$ cat src/rtl/tpg_pkg.sv
// Shared types for the test-pattern generator: the pattern-mode enum and the colour-bar table.
package tpg_pkg;

    typedef enum logic [1:0] {
        TPG_RAMP    = 2'd0,
        TPG_BARS    = 2'd1,
        TPG_CHECKER = 2'd2,
        TPG_SOLID   = 2'd3
    } tpg_mode_e;

    // {R,G,B} enables; entry 0 is the leftmost bar (white) and entry 7 is black
    localparam logic [7:0][2:0] BAR_TBL = {
        3'b000, 3'b001, 3'b100, 3'b101, 3'b010, 3'b011, 3'b110, 3'b111
    };

    function automatic logic [2:0] bar_en(input logic [2:0] idx);
        return BAR_TBL[idx];
    endfunction

endpackage

$ cat src/rtl/tpg_timing.sv
// Raster counters, frame counter and frame-start configuration latch, plus the combinational
// hs/vs/de/sof decode and active-area coordinates. Exposes edge_c when TPG_BORDER_EN is defined.
module tpg_timing
    import tpg_pkg::*;
#(
    parameter int H_BITS  = 12,
    parameter int V_BITS  = 12,
    parameter int FC_BITS = 16
) (
    input  logic               clk,
    input  logic               rst_n,
    input  logic               en,
    input  logic [1:0]         mode,
    input  logic [H_BITS-1:0]  tHS_START,
    input  logic [H_BITS-1:0]  tHS_END,
    input  logic [H_BITS-1:0]  tHACT_START,
    input  logic [H_BITS-1:0]  tHACT_END,
    input  logic [H_BITS-1:0]  tH_END,
    input  logic [V_BITS-1:0]  tVS_START,
    input  logic [V_BITS-1:0]  tVS_END,
    input  logic [V_BITS-1:0]  tVACT_START,
    input  logic [V_BITS-1:0]  tVACT_END,
    input  logic [V_BITS-1:0]  tV_END,
    output tpg_mode_e          mode_eff,
    output logic [H_BITS-1:0]  xa,
    output logic [V_BITS-1:0]  ya,
    output logic               hs_c,
    output logic               vs_c,
    output logic               de_c,
    output logic               sof_c,
    output logic [FC_BITS-1:0] frame_cnt
`ifdef TPG_BORDER_EN
   ,output logic               edge_c
`endif
);

    typedef struct packed {
        logic [1:0]        mode;
        logic [H_BITS-1:0] hs_s, hs_e, ha_s, ha_e, h_end;
        logic [V_BITS-1:0] vs_s, vs_e, va_s, va_e, v_end;
    } cfg_t;

    logic [H_BITS-1:0]  x_q, x_d;
    logic [V_BITS-1:0]  y_q, y_d;
    logic [FC_BITS-1:0] fc_q, fc_d;
    cfg_t               cfg_q, cfg_d, cfg_live, cfg;
    logic               origin;

    assign cfg_live = {mode, tHS_START, tHS_END, tHACT_START, tHACT_END, tH_END,
                       tVS_START, tVS_END, tVACT_START, tVACT_END, tV_END};
    assign origin   = (x_q == '0) && (y_q == '0);

    // The origin pixel already runs on the values being captured, so a frame is self-consistent
    assign cfg = origin ? cfg_live : cfg_q;

    always_comb begin
        x_d   = x_q;
        y_d   = y_q;
        fc_d  = fc_q;
        cfg_d = cfg_q;
        if (en) begin
            if (origin) cfg_d = cfg_live;
            if (x_q == cfg.h_end) begin
                x_d = '0;
                if (y_q == cfg.v_end) begin
                    y_d  = '0;
                    fc_d = fc_q + FC_BITS'(1);
                end else begin
                    y_d = y_q + V_BITS'(1);
                end
            end else begin
                x_d = x_q + H_BITS'(1);
            end
        end
    end

    always_ff @(posedge clk or negedge rst_n) begin
        if (!rst_n) begin
            x_q   <= '0;
            y_q   <= '0;
            fc_q  <= '0;
            cfg_q <= '0;
        end else begin
            x_q   <= x_d;
            y_q   <= y_d;
            fc_q  <= fc_d;
            cfg_q <= cfg_d;
        end
    end

    always_comb begin
        hs_c  = (x_q >= cfg.hs_s) && (x_q < cfg.hs_e);
        vs_c  = (y_q >= cfg.vs_s) && (y_q < cfg.vs_e);
        de_c  = (x_q >= cfg.ha_s) && (x_q < cfg.ha_e) &&
                (y_q >= cfg.va_s) && (y_q < cfg.va_e);
        sof_c = de_c && (x_q == cfg.ha_s) && (y_q == cfg.va_s);
        xa    = x_q - cfg.ha_s;
        ya    = y_q - cfg.va_s;
    end

`ifdef TPG_BORDER_EN
    assign edge_c = (xa == '0) || (x_q == cfg.ha_e - H_BITS'(1)) ||
                    (ya == '0) || (y_q == cfg.va_e - V_BITS'(1));
`endif

    assign mode_eff  = tpg_mode_e'(cfg.mode);
    assign frame_cnt = fc_q;

endmodule

$ cat src/rtl/tpg_gen.sv
// Video timing and test-pattern generator top: pattern mux and registered outputs.
// Optional macro TPG_BORDER_EN draws a one-pixel white border around the active area in modes 0-2.
module tpg_gen
    import tpg_pkg::*;
#(
    parameter int PW        = 8,
    parameter int H_BITS    = 12,
    parameter int V_BITS    = 12,
    parameter int BAR_SHIFT = 4,
    parameter int CHK_SHIFT = 3,
    parameter int FC_BITS   = 16
) (
    input  logic               clk,
    input  logic               rst_n,
    input  logic               en,
    input  logic [1:0]         mode,
    input  logic [3*PW-1:0]    solid_rgb,
    input  logic [H_BITS-1:0]  tHS_START,
    input  logic [H_BITS-1:0]  tHS_END,
    input  logic [H_BITS-1:0]  tHACT_START,
    input  logic [H_BITS-1:0]  tHACT_END,
    input  logic [H_BITS-1:0]  tH_END,
    input  logic [V_BITS-1:0]  tVS_START,
    input  logic [V_BITS-1:0]  tVS_END,
    input  logic [V_BITS-1:0]  tVACT_START,
    input  logic [V_BITS-1:0]  tVACT_END,
    input  logic [V_BITS-1:0]  tV_END,
    output logic               hs,
    output logic               vs,
    output logic               de,
    output logic [3*PW-1:0]    rgb,
    output logic               sof,
    output logic [FC_BITS-1:0] frame_cnt
);

    localparam logic [H_BITS-1:0] BAR_MAX = H_BITS'(7);

    tpg_mode_e          mode_eff;
    logic [H_BITS-1:0]  xa, bar_full;
    logic [V_BITS-1:0]  ya;
    logic               hs_c, vs_c, de_c, sof_c;
    logic [PW-1:0]      ramp_v;
    logic [2:0]         bar_idx, bar_rgb;
    logic [3*PW-1:0]    pix;
    logic               hs_q, hs_d, vs_q, vs_d, de_q, de_d, sof_q, sof_d;
    logic [3*PW-1:0]    rgb_q, rgb_d;
`ifdef TPG_BORDER_EN
    logic               edge_c;
`endif

    tpg_timing #(
        .H_BITS  (H_BITS),
        .V_BITS  (V_BITS),
        .FC_BITS (FC_BITS)
    ) u_timing (
        .clk         (clk),
        .rst_n       (rst_n),
        .en          (en),
        .mode        (mode),
        .tHS_START   (tHS_START),
        .tHS_END     (tHS_END),
        .tHACT_START (tHACT_START),
        .tHACT_END   (tHACT_END),
        .tH_END      (tH_END),
        .tVS_START   (tVS_START),
        .tVS_END     (tVS_END),
        .tVACT_START (tVACT_START),
        .tVACT_END   (tVACT_END),
        .tV_END      (tV_END),
        .mode_eff    (mode_eff),
        .xa          (xa),
        .ya          (ya),
        .hs_c        (hs_c),
        .vs_c        (vs_c),
        .de_c        (de_c),
        .sof_c       (sof_c),
        .frame_cnt   (frame_cnt)
`ifdef TPG_BORDER_EN
       ,.edge_c      (edge_c)
`endif
    );

    always_comb begin
        ramp_v   = PW'(xa) + PW'(ya) + PW'(frame_cnt);
        bar_full = xa >> BAR_SHIFT;
        bar_idx  = (bar_full > BAR_MAX) ? 3'd7 : bar_full[2:0];
        bar_rgb  = bar_en(bar_idx);
        case (mode_eff)
            TPG_RAMP:    pix = {ramp_v, ramp_v, ramp_v};
            TPG_BARS:    pix = {{PW{bar_rgb[2]}}, {PW{bar_rgb[1]}}, {PW{bar_rgb[0]}}};
            TPG_CHECKER: pix = {(3*PW){xa[CHK_SHIFT] ^ ya[CHK_SHIFT]}};
            default:     pix = solid_rgb;
        endcase
`ifdef TPG_BORDER_EN
        if (edge_c && (mode_eff != TPG_SOLID)) pix = '1;
`endif
        if (!de_c) pix = '0;
    end

    // Output stage freezes with the counters when en is low
    always_comb begin
        hs_d  = hs_q;
        vs_d  = vs_q;
        de_d  = de_q;
        sof_d = sof_q;
        rgb_d = rgb_q;
        if (en) begin
            hs_d  = hs_c;
            vs_d  = vs_c;
            de_d  = de_c;
            sof_d = sof_c;
            rgb_d = pix;
        end
    end

    always_ff @(posedge clk or negedge rst_n) begin
        if (!rst_n) begin
            hs_q  <= 1'b0;
            vs_q  <= 1'b0;
            de_q  <= 1'b0;
            sof_q <= 1'b0;
            rgb_q <= '0;
        end else begin
            hs_q  <= hs_d;
            vs_q  <= vs_d;
            de_q  <= de_d;
            sof_q <= sof_d;
            rgb_q <= rgb_d;
        end
    end

    assign hs  = hs_q;
    assign vs  = vs_q;
    assign de  = de_q;
    assign sof = sof_q;
    assign rgb = rgb_q;

endmodule

$ cat config.mk
export PLATFORM = sky130hd
export DESIGN_NAME = tpg_gen
export DESIGN_NICKNAME = d
export VERILOG_FILES = /design/src/rtl/tpg_pkg.sv /design/src/rtl/tpg_timing.sv /design/src/rtl/tpg_gen.sv
export SDC_FILE = /design/constraint.sdc
export NUM_CORES = 1
export LEC_CHECK = 0
export ABC_AREA = 0
export CAP_MARGIN = 20
export CELL_PAD_IN_SITES_DETAIL_PLACEMENT = 1
export CELL_PAD_IN_SITES_GLOBAL_PLACEMENT = 1
export CORE_ASPECT_RATIO = 1.25
export CORE_UTILIZATION = 45
export CTS_CLUSTER_SIZE = 12
export DETAILED_ROUTE_END_ITERATION = 16
export PLACE_DENSITY_LB_ADDON = 0.1
export SLEW_MARGIN = 30
export SYNTH_ARGS = -nofsm -noshare
export SYNTH_HDL_FRONTEND = slang
export SYNTH_HIERARCHICAL = 1
export SYNTH_SLANG_ARGS = --single-unit
$ cat constraint.sdc
create_clock -name clk -period 9.3 [get_ports clk]
set_input_delay 1.86 -clock clk [delete_from_list [all_inputs] [get_ports clk]]
set_output_delay 1.86 -clock clk [all_outputs]
set_load 0.05 [all_outputs]
==> metrics.txt, run 1 <==
first-pass GRT wire length=58400 um; DRT iter0 DRCs=532; critical-path cell list=inv_1 > ha_1 > nor4b_1 > and4_1 > nand2_4 > buf_4 > mux2i_1 > ha_1 > nand4_1 > nor2_1 > a22o_1 > nor3_1 > nand4_1 > nor3_1 > nand3_1 > a31oi_1 > and2_1 > o21ai_1 > or4_4 > o2111ai_1; sequential share of power=33.8%; Hold WC Path Type=reg -> reg; fin. max-slew vios=0; fmax=151 MHz; die area=0.0279 mm^2; TritonCTS buffer count=17; # clock sinks=190; Setup crit end kind=register; r2r endpoint=rgb[15]$_DFFE_PN0P_; Mapped Nets=1526; number of global-route vias before repair=11000; internal power=1.80 mW; post_cts resized=0; worst-path maximum fanout=43; post-DR vias/cell=5.82; Crit-path slowest cell=and2_1; drt wl/cell=20.6 um; Detailed Route WL=36800 um; Logic pwr share=41.0%; hold path cells=1; Clock Latency Late Sink=0.45 ns; TritonRoute pass-1 iters=5; clk root buf=clkbuf_16; CP Class=reg -> reg; Final ANT Viol Nets=0; layout cells sized above 1=6.81%; Ys Warns=6; Netlist Area Pre-Place=0.0122 mm^2; port bufs=192; core area=0.0267 mm^2; die height=186 um; final worst path period share=71.2%; NetSw=1.16 mW; Rel. slew slack=48.9%; delay of the slowest critical-path stage=0.67 ns; Worst-Margin Slew=0.766 ns; Gate Count Post-Synth=1265; Clk pwr share=25.1%; Worst Path Required=9.66 ns; hold path startpoint=u_timing/frame_cnt[15]$_DFFE_PN0P_; syn avg cell area=9.68 um^2; Critical Path Source=u_timing/y_q[1]$_DFFE_PN0P_; # rows=67; area grow syn2layout=23.2%; endpoints failing setup=0; Setup Fix Bufs, Post-CTS=0; Sw Share=39.2%; status=finished clean; largest net degree at the start of global routing=117; antenna cells=0; Pwr Total=2.97 mW; CP delay by family, top=simple AND/OR/NAND/NOR gates; deepest clock path buffer count=2; Detailed Place HPWL=26900 um; MaxCap Viol Count=0; worst reg2reg setup slack=2.67 ns; fin crit period=6.63 ns; reg2reg path depth=20; total global-route track usage=27.1%; Hold EP=u_timing/frame_cnt[15]$_DFFE_PN0P_; routed vias=10400; FF-to-FF Start=u_timing/y_q[1]$_DFFE_PN0P_; RSZ-0062 raised after global routing=no; Max Clock Skew=0.0136 ns; Initial Util=45.8%; LEAKAGE=7.07 nW; htree depth=4; VDD IR max=0.129 mV; GRT overflow=0; Worst-path clk slew=0.08 ns; # IOs=193; DRC=0; Critical Path AT=6.99 ns; Critical Path Source Type=register; Final Hold Fails=0; initial antenna violation count=0; Horiz. Die Dim=150 um; worst path buffer plus inverter count=2; CTS tree=yes; # hold bufs at CTS=0; total negative setup slack=0 ns; Pwr per Cell Area=197 mW/mm^2; global placer's final weighted congestion=0.848; layout net count=1688
power groups by stage:
stage	Clock, mW	Combinational (mW)	Sequential [mW]
2_1_floorplan	0	0.843	0.990
3_3_place_gp	0	1.14	1.01
3_5_place_dp	0	1.19	1.02
4_1_cts	0.760	1.21	1.00
5_1_grt	0.792	1.35	1.02
6_report	0.746	1.22	1.00
worst reg2reg max path: stages (launching register included):
cell,delay [ns]
dfrtp_1,0.62
inv_1,0.18
ha_1,0.21
nor4b_1,0.16
and4_1,0.30
nand2_4,0.59
buf_4,0.68
mux2i_1,0.36
ha_1,0.29
nand4_1,0.12
nor2_1,0.08
a22o_1,0.23
nor3_1,0.15
nand4_1,0.14
nor3_1,0.23
nand3_1,0.24
a31oi_1,0.30
and2_1,0.68
o21ai_1,0.25
or4_4,0.59
o2111ai_1,0.12
cell type report:
class | instances | area (um^2)
tap | 345 | 432
clock inverter | 14 | 149
multi-input combinational | 950 | 7010
sequential | 190 | 4750
clock buffer | 18 | 439
timing repair buffer | 206 | 2080
inverter | 62 | 233
fill | 3009 | 11600
through the flow:
stage / worst slack, ns / utilization [%] / hold slack (ns) / cell area, um^2 / instances
global placement: 3.09 / 54.0 / 0.465 / 14400 / 1751
global route: 2.29 / 56.4 / 0.507 / 15100 / 1785
floorplan: 3.37 / - / 0.471 / 12200 / 1265
CTS: 2.76 / 56.2 / 0.484 / 15000 / 1783
detailed placement: 2.81 / 54.0 / 0.467 / 14400 / 1751
finish: 2.67 / 56.4 / 0.479 / 15100 / 1785
placed cells by master, fill, tap and decap left out, types with 14 or more instances in the layout:
cell,count
nor2_1,133
inv_1,62
xor2_1,19
dfrtp_1,190
a21o_1,22
nor2b_1,17
mux2_2,37
o221ai_1,17
o22ai_1,14
clkdlybuf4s50_1,190
nor3_1,17
o21ai_0,46
ha_1,102
mux2i_1,100
nand2b_1,14
nand4_1,27
nand2_1,61
xnor2_1,31
a21oi_1,120
clkbuf_16,17
nand3_1,21
layer usage:
layer	vias to the layer above	part of all wire, %	GRT usage [%]
li1	4892	-	-
met1	5201	43	34.6
met2	231	51	46.3
met3	63	3.0	3.52
met4	0	3.1	10.1
met5	-	0	0
state kept, by name, summed over array words and instances, names as in the netlist:
| register | flops |
|---|---|
| u_timing/frame_cnt | 16 |
| sof | 1 |
| u_timing/y_q | 12 |
| vs | 1 |
| de | 1 |
| hs | 1 |
| u_timing/cfg_q | 122 |
| rgb | 24 |
| u_timing/x_q | 12 |
how the worst max path moves through the flow:
stage,endpoint,slack [ns],cells past startpoint
detailed placement,rgb[15]$_DFFE_PN0P_,2.81,20
CTS,rgb[15]$_DFFE_PN0P_,2.76,20
global route,rgb[15]$_DFFE_PN0P_,2.29,20
global placement,rgb[7]$_DFFE_PN0P_,3.09,20
floorplan,rgb[23]$_DFFE_PN0P_,3.37,22
finish,rgb[15]$_DFFE_PN0P_,2.67,20
No activity file was read; power rests on OpenSTA's default activity.
==> inputs of run 2 (changes only) <==
Settings changed: CORE_UTILIZATION 45 to 42.
Clock period 9.3 ns to 6.5 ns, I/O delays scaled along.
==> run 2 against run 1 <==
  * Non-clock buffer count up 11
  * Count of clock-buffer cells in the layout up 2
  * Clock skew down 0.0034 ns
  * First-iteration DRC count down 7.1%
  * Register-to-register slack worse by 2.2 ns
  * Critical path depth up 2
  * Global-route usage down 0.89 points
  * Core utilization down 3.2 points
  * Flip-flop and latch count unchanged
  * Sequential share of layout area down 0.25 points
==> metrics.txt, run 2 (synthesized netlist as in run 1, its figures left out) <==
final worst path period share=93.4%; largest net degree at the start of global routing=117; Critical Path Source Type=register; FF-to-FF Start=u_timing/x_q[0]$_DFFE_PN0P_; DRC=0; Hold EP=u_timing/frame_cnt[15]$_DFFE_PN0P_; delay of the slowest critical-path stage=0.51 ns; hold path cells=1; Pwr per Cell Area=284 mW/mm^2; TritonCTS buffer count=17; CTS tree=yes; post-route insts no fill=1840; Cell Count Post-Placement=1809; critical-path cell list=inv_1 > ha_1 > nor4b_1 > nand4_1 > nor2_4 > nand2_1 > nand2_1 > ha_1 > inv_1 > fa_1 > a21o_1 > a21oi_1 > inv_1 > a221oi_1 > nor2_1 > xor2_1 > fa_1 > ha_1 > nor2_1 > a21oi_2 > or4_4 > o2111ai_1; Setup crit end kind=register; drt wl/cell=20.6 um; initial antenna violation count=0; reg2reg path depth=22; Worst Path Required=6.86 ns; Sw Share=38.4%; # IOs=193; fmax=165 MHz; Detailed Place HPWL=28100 um; die height=193 um; status=finished clean; antenna cells=0; post_cts resized=0; Rel. slew slack=41.5%; sequential share of power=32.0%; VDD IR max=0.182 mV; htree depth=4; Top reg by flops=u_timing/cfg_q; clk root buf=clkbuf_16; Worst-path clk slew=0.07 ns; Clk pwr share=26.0%; # hold bufs at CTS=0; deepest clock path buffer count=2; Crit-path slowest cell=fa_1; post-DR vias/cell=5.65; routed vias=10400; r2r endpoint=rgb[7]$_DFFE_PN0P_; port bufs=192; CP delay by family, top=simple AND/OR/NAND/NOR gates; fin crit period=6.07 ns; Logic pwr share=42.0%; Max Clock Skew=0.0102 ns; GRT overflow=0; Setup Fix Bufs, Post-CTS=0; fin. max-slew vios=0; first-pass GRT wire length=60000 um; Worst-Margin Slew=0.878 ns; NetSw=1.66 mW; Clock Latency Late Sink=0.45 ns; MaxCap Viol Count=0; CP Class=reg -> reg; max reg flops=122; Hold WC Path Type=reg -> reg; core area=0.0286 mm^2; hold path startpoint=u_timing/frame_cnt[15]$_DFFE_PN0P_; commonest cells after routing, fill and taps aside=dfrtp_1 (190), clkdlybuf4s50_1 (190), nor2_1 (133), a21oi_1 (120), ha_1 (102); WHS=0.479 ns; # clock sinks=190; die area=0.0299 mm^2; global placer's final weighted congestion=0.886; LEAKAGE=7.12 nW; total global-route track usage=26.2%; total negative setup slack=0 ns; Crit path depth=22; endpoints failing setup=0; Horiz. Die Dim=155 um; DRT iter0 DRCs=494; # rows=69; filler cell count=3190; TritonRoute pass-1 iters=5; layout cells sized above 1=7.31%; Pwr Total=4.32 mW; worst-path maximum fanout=15; Final Hold Fails=0; Initial Util=42.9%; RSZ-0062 raised after global routing=no; worst reg2reg setup slack=0.43 ns; Detailed Route WL=37900 um; internal power=2.67 mW; area grow syn2layout=24.2%; number of global-route vias before repair=11000; worst path buffer plus inverter count=3; Final ANT Viol Nets=0; layout net count=1699; Critical Path AT=6.43 ns
==> run 2: changes by cell type in the layout (fill, tap and decap cells not counted), sizes merged <==
| cell | previous run | this run |
|---|---|---|
| buf | 16 | 26 |
| bufinv | 1 | 3 |
| clkbuf | 18 | 21 |
| clkinvlp | 4 | 1 |
| inv | 69 | 67 |
==> run 2: power groups by stage <==
stage	clock network, mW	registers (mW)	logic [mW]
global route	1.20	1.40	2.00
finish	1.13	1.38	1.81
detailed placement	0	1.41	1.79
floorplan	0	1.42	1.21
global placement	0	1.40	1.73
CTS	1.15	1.38	1.81
==> run 2: final cells by class <==
class                           count  area [um^2]  share of cell area (%)
Inverter                           62          233                    1.53
Tap cell                          390          488                    3.21
Clock inverter                     11          155                    1.02
Clock buffer                       20          457                    3.00
Timing Repair Buffer              217         2120                    13.9
Sequential cell                   190         4750                    31.3
Multi-Input combinational cell    950         7010                    46.1
==> run 2: stage by stage <==
stage               util [%]  area (um^2)  setup WS [ns]
floorplan                  -        12200          0.570
global placement        51.1        14600          0.881
detailed placement      51.1        14600          0.608
CTS                     53.2        15200          0.463
global route            53.2        15200         0.0446
finish                  53.2        15200          0.431
==> run 2: worst register-to-register path, cell delays in order, from the launching register on <==
cell and delay, ns:
dfrtp_1 0.44, inv_1 0.28, ha_1 0.20, nor4b_1 0.32
nand4_1 0.27, nor2_4 0.48, nand2_1 0.10, nand2_1 0.09
ha_1 0.16, inv_1 0.06, fa_1 0.41, a21o_1 0.20
a21oi_1 0.23, inv_1 0.09, a221oi_1 0.37, nor2_1 0.11
xor2_1 0.45, fa_1 0.51, ha_1 0.37, nor2_1 0.15
a21oi_2 0.06, or4_4 0.50, o2111ai_1 0.12
==> run 2: layer usage <==
metal  share of wire [%]  GRT usage [%]  vias to the layer above
met2                  51           47.4                      226
met3                 3.2           3.57                       51
met5                   0              0                        -
met1                  44           32.2                     5215
li1                    -              -                     4901
met4                 2.1           8.57                        0
==> run 2: worst max-delay path by stage <==
stage | to | slack [ns] | startpoint
6_report | rgb[7]$_DFFE_PN0P_ | 0.43 | u_timing/x_q[0]$_DFFE_PN0P_
3_3_place_gp | rgb[23]$_DFFE_PN0P_ | 0.88 | u_timing/y_q[1]$_DFFE_PN0P_
2_1_floorplan | rgb[23]$_DFFE_PN0P_ | 0.57 | u_timing/x_q[0]$_DFFE_PN0P_
4_1_cts | rgb[7]$_DFFE_PN0P_ | 0.46 | u_timing/x_q[0]$_DFFE_PN0P_
5_1_grt | rgb[23]$_DFFE_PN0P_ | 0.04 | u_timing/x_q[0]$_DFFE_PN0P_
3_5_place_dp | rgb[7]$_DFFE_PN0P_ | 0.61 | u_timing/x_q[0]$_DFFE_PN0P_
==> inputs of run 3 (changes only) <==
Settings changed: CORE_UTILIZATION 42 to 45.
Clock period 6.5 ns to 7.2 ns, I/O delays scaled along.
==> run 3 against run 2 <==
  * Power is 12% lower
  * Via count decreased by 0.80%
  * Hold slack got worse by 0.0013 ns
  * Cell count shrank 2.7%
  * Flip-flop and latch count unchanged
  * Register-to-register slack better by 0.64 ns
  * Sequential power down 8%
  * Wire length is 3.4% lower
  * Worst setup slack improved by 0.64 ns
  * Non-clock buffer count is 5 lower
  * Global-route usage increased by 0.86 points
  * First-iteration DRC count down 16%
  * Critical path type unchanged
  * Highest routed layer unchanged
==> metrics.txt, run 3 (synthesized netlist as in run 1, its figures left out) <==
Hold WC Path Type=reg -> reg; # clock sinks=190; TritonCTS buffer count=17; post_cts resized=0; Worst-Margin Slew=0.904 ns; commonest cells after routing, fill and taps aside=dfrtp_1 (190), clkdlybuf4s50_1 (190), nor2_1 (133), a21oi_1 (120), ha_1 (102); NetSw=1.51 mW; Critical Path Source Type=register; Critical Path AT=6.49 ns; max reg flops=122; CP Class=reg -> reg; Clock Latency Late Sink=0.45 ns; Final ANT Viol Nets=0; die area=0.0279 mm^2; GRT overflow=0; status=finished clean; WHS=0.478 ns; total global-route track usage=27.1%; core area=0.0267 mm^2; Top reg by flops=u_timing/cfg_q; internal power=2.29 mW; Rel. slew slack=39.7%; port bufs=192; global placer's final weighted congestion=0.862; total negative setup slack=0 ns; FF-to-FF Start=u_timing/y_q[1]$_DFFE_PN0P_; reg2reg path depth=22; MaxCap Viol Count=0; Logic pwr share=42.2%; Sw Share=39.7%; antenna cells=0; Max Clock Skew=0.0107 ns; worst path buffer plus inverter count=3; LEAKAGE=7.07 nW; fin. max-slew vios=0; Detailed Route WL=36600 um; critical-path cell list=inv_1 > ha_1 > nor4b_1 > and4_1 > nand2_4 > nand2_1 > nand2_1 > ha_1 > inv_1 > fa_1 > a21o_1 > a21oi_1 > inv_1 > a221oi_1 > nor2_1 > xor2_1 > fa_1 > ha_1 > nor2_1 > a21oi_2 > or4_4 > o2111ai_1; fin crit period=6.13 ns; number of global-route vias before repair=10900; CP delay by family, top=simple AND/OR/NAND/NOR gates; endpoints failing setup=0; DRT iter0 DRCs=414; Crit-path slowest cell=dfrtp_1; Setup crit end kind=register; worst reg2reg setup slack=1.07 ns; Pwr per Cell Area=252 mW/mm^2; sequential share of power=33.5%; Worst Path Required=7.56 ns; largest net degree at the start of global routing=93; Critical Path Source=u_timing/y_q[1]$_DFFE_PN0P_; r2r endpoint=rgb[23]$_DFFE_PN0P_; Clk pwr share=24.3%; Setup Fix Bufs, Post-CTS=0; RSZ-0062 raised after global routing=no; # rows=67; initial antenna violation count=0; clk root buf=clkbuf_16; # IOs=193; worst-path maximum fanout=29; VDD IR max=0.177 mV; first-pass GRT wire length=58700 um; fmax=163 MHz; Horiz. Die Dim=150 um; filler cell count=3000; layout net count=1694; Final Hold Fails=0; deepest clock path buffer count=2; post-DR vias/cell=5.76; final worst path period share=85.1%; Crit path depth=22; Detailed Place HPWL=26900 um; area grow syn2layout=23.0%; htree depth=4; Worst-path clk slew=0.08 ns; die height=186 um; TritonRoute pass-1 iters=7; Initial Util=45.8%; delay of the slowest critical-path stage=0.66 ns; hold path cells=1; Critical Path Sink=rgb[23]$_DFFE_PN0P_; drt wl/cell=20.5 um; DRC=0; layout cells sized above 1=7.12%; routed vias=10300; CTS tree=yes; # hold bufs at CTS=0
-- run 3: how the worst min path moves through the flow --
| stage | startpoint | slack (ns) | to |
|---|---|---|---|
| after floorplan | u_timing/cfg_q[1]$_DFFE_PN0P_ | 0.47 | u_timing/cfg_q[1]$_DFFE_PN0P_ |
| after global placement | u_timing/frame_cnt[15]$_DFFE_PN0P_ | 0.46 | u_timing/frame_cnt[15]$_DFFE_PN0P_ |
| after detailed placement | u_timing/frame_cnt[15]$_DFFE_PN0P_ | 0.46 | u_timing/frame_cnt[15]$_DFFE_PN0P_ |
| after CTS | u_timing/frame_cnt[15]$_DFFE_PN0P_ | 0.49 | u_timing/frame_cnt[15]$_DFFE_PN0P_ |
| after global routing | u_timing/frame_cnt[15]$_DFFE_PN0P_ | 0.52 | u_timing/frame_cnt[15]$_DFFE_PN0P_ |
| final | u_timing/frame_cnt[15]$_DFFE_PN0P_ | 0.48 | u_timing/frame_cnt[15]$_DFFE_PN0P_ |
-- run 3: power groups by stage --
stage / logic [mW] / registers (mW) / clock network [mW]
2_1_floorplan: 1.09 / 1.28 / 0
3_3_place_gp: 1.51 / 1.28 / 0
3_5_place_dp: 1.58 / 1.29 / 0
4_1_cts: 1.60 / 1.27 / 0.942
5_1_grt: 1.78 / 1.29 / 0.979
6_report: 1.60 / 1.27 / 0.922
-- run 3: final cells by class --
type                    instances  area, um^2  share of cell area, %
well taps                     345         432                   2.87
multi-input cells             950        7010                   46.5
clock buffers                  17         425                   2.82
flip-flops and latches        190        4750                   31.6
inverters                      62         233                   1.55
repair buffers                212        2080                   13.8
clock inverters                15         129                  0.856
-- run 3: through the flow --
step                setup slack (ns)  instance area (um^2)  std cells  power, mW  utilization, %
floorplan                       1.27                 12200       1265       2.37               -
global placement                1.52                 14500       1759       2.80            54.2
detailed placement              1.31                 14500       1759       2.87            54.2
CTS                             1.13                 15100       1791       3.81            56.3
global route                   0.793                 15100       1791       4.04            56.3
finish                          1.07                 15100       1791       3.79            56.3
-- run 3: routing by layer --
| metal | track usage, % | wire [um] | vias to the layer above |
|---|---|---|---|
| met5 | 0 | 0 | - |
| met4 | 8.20 | 742 | 0 |
| met3 | 3.25 | 1140 | 39 |
| met2 | 47.5 | 18800 | 209 |
| met1 | 34.4 | 16000 | 5177 |
| li1 | - | - | 4885 |
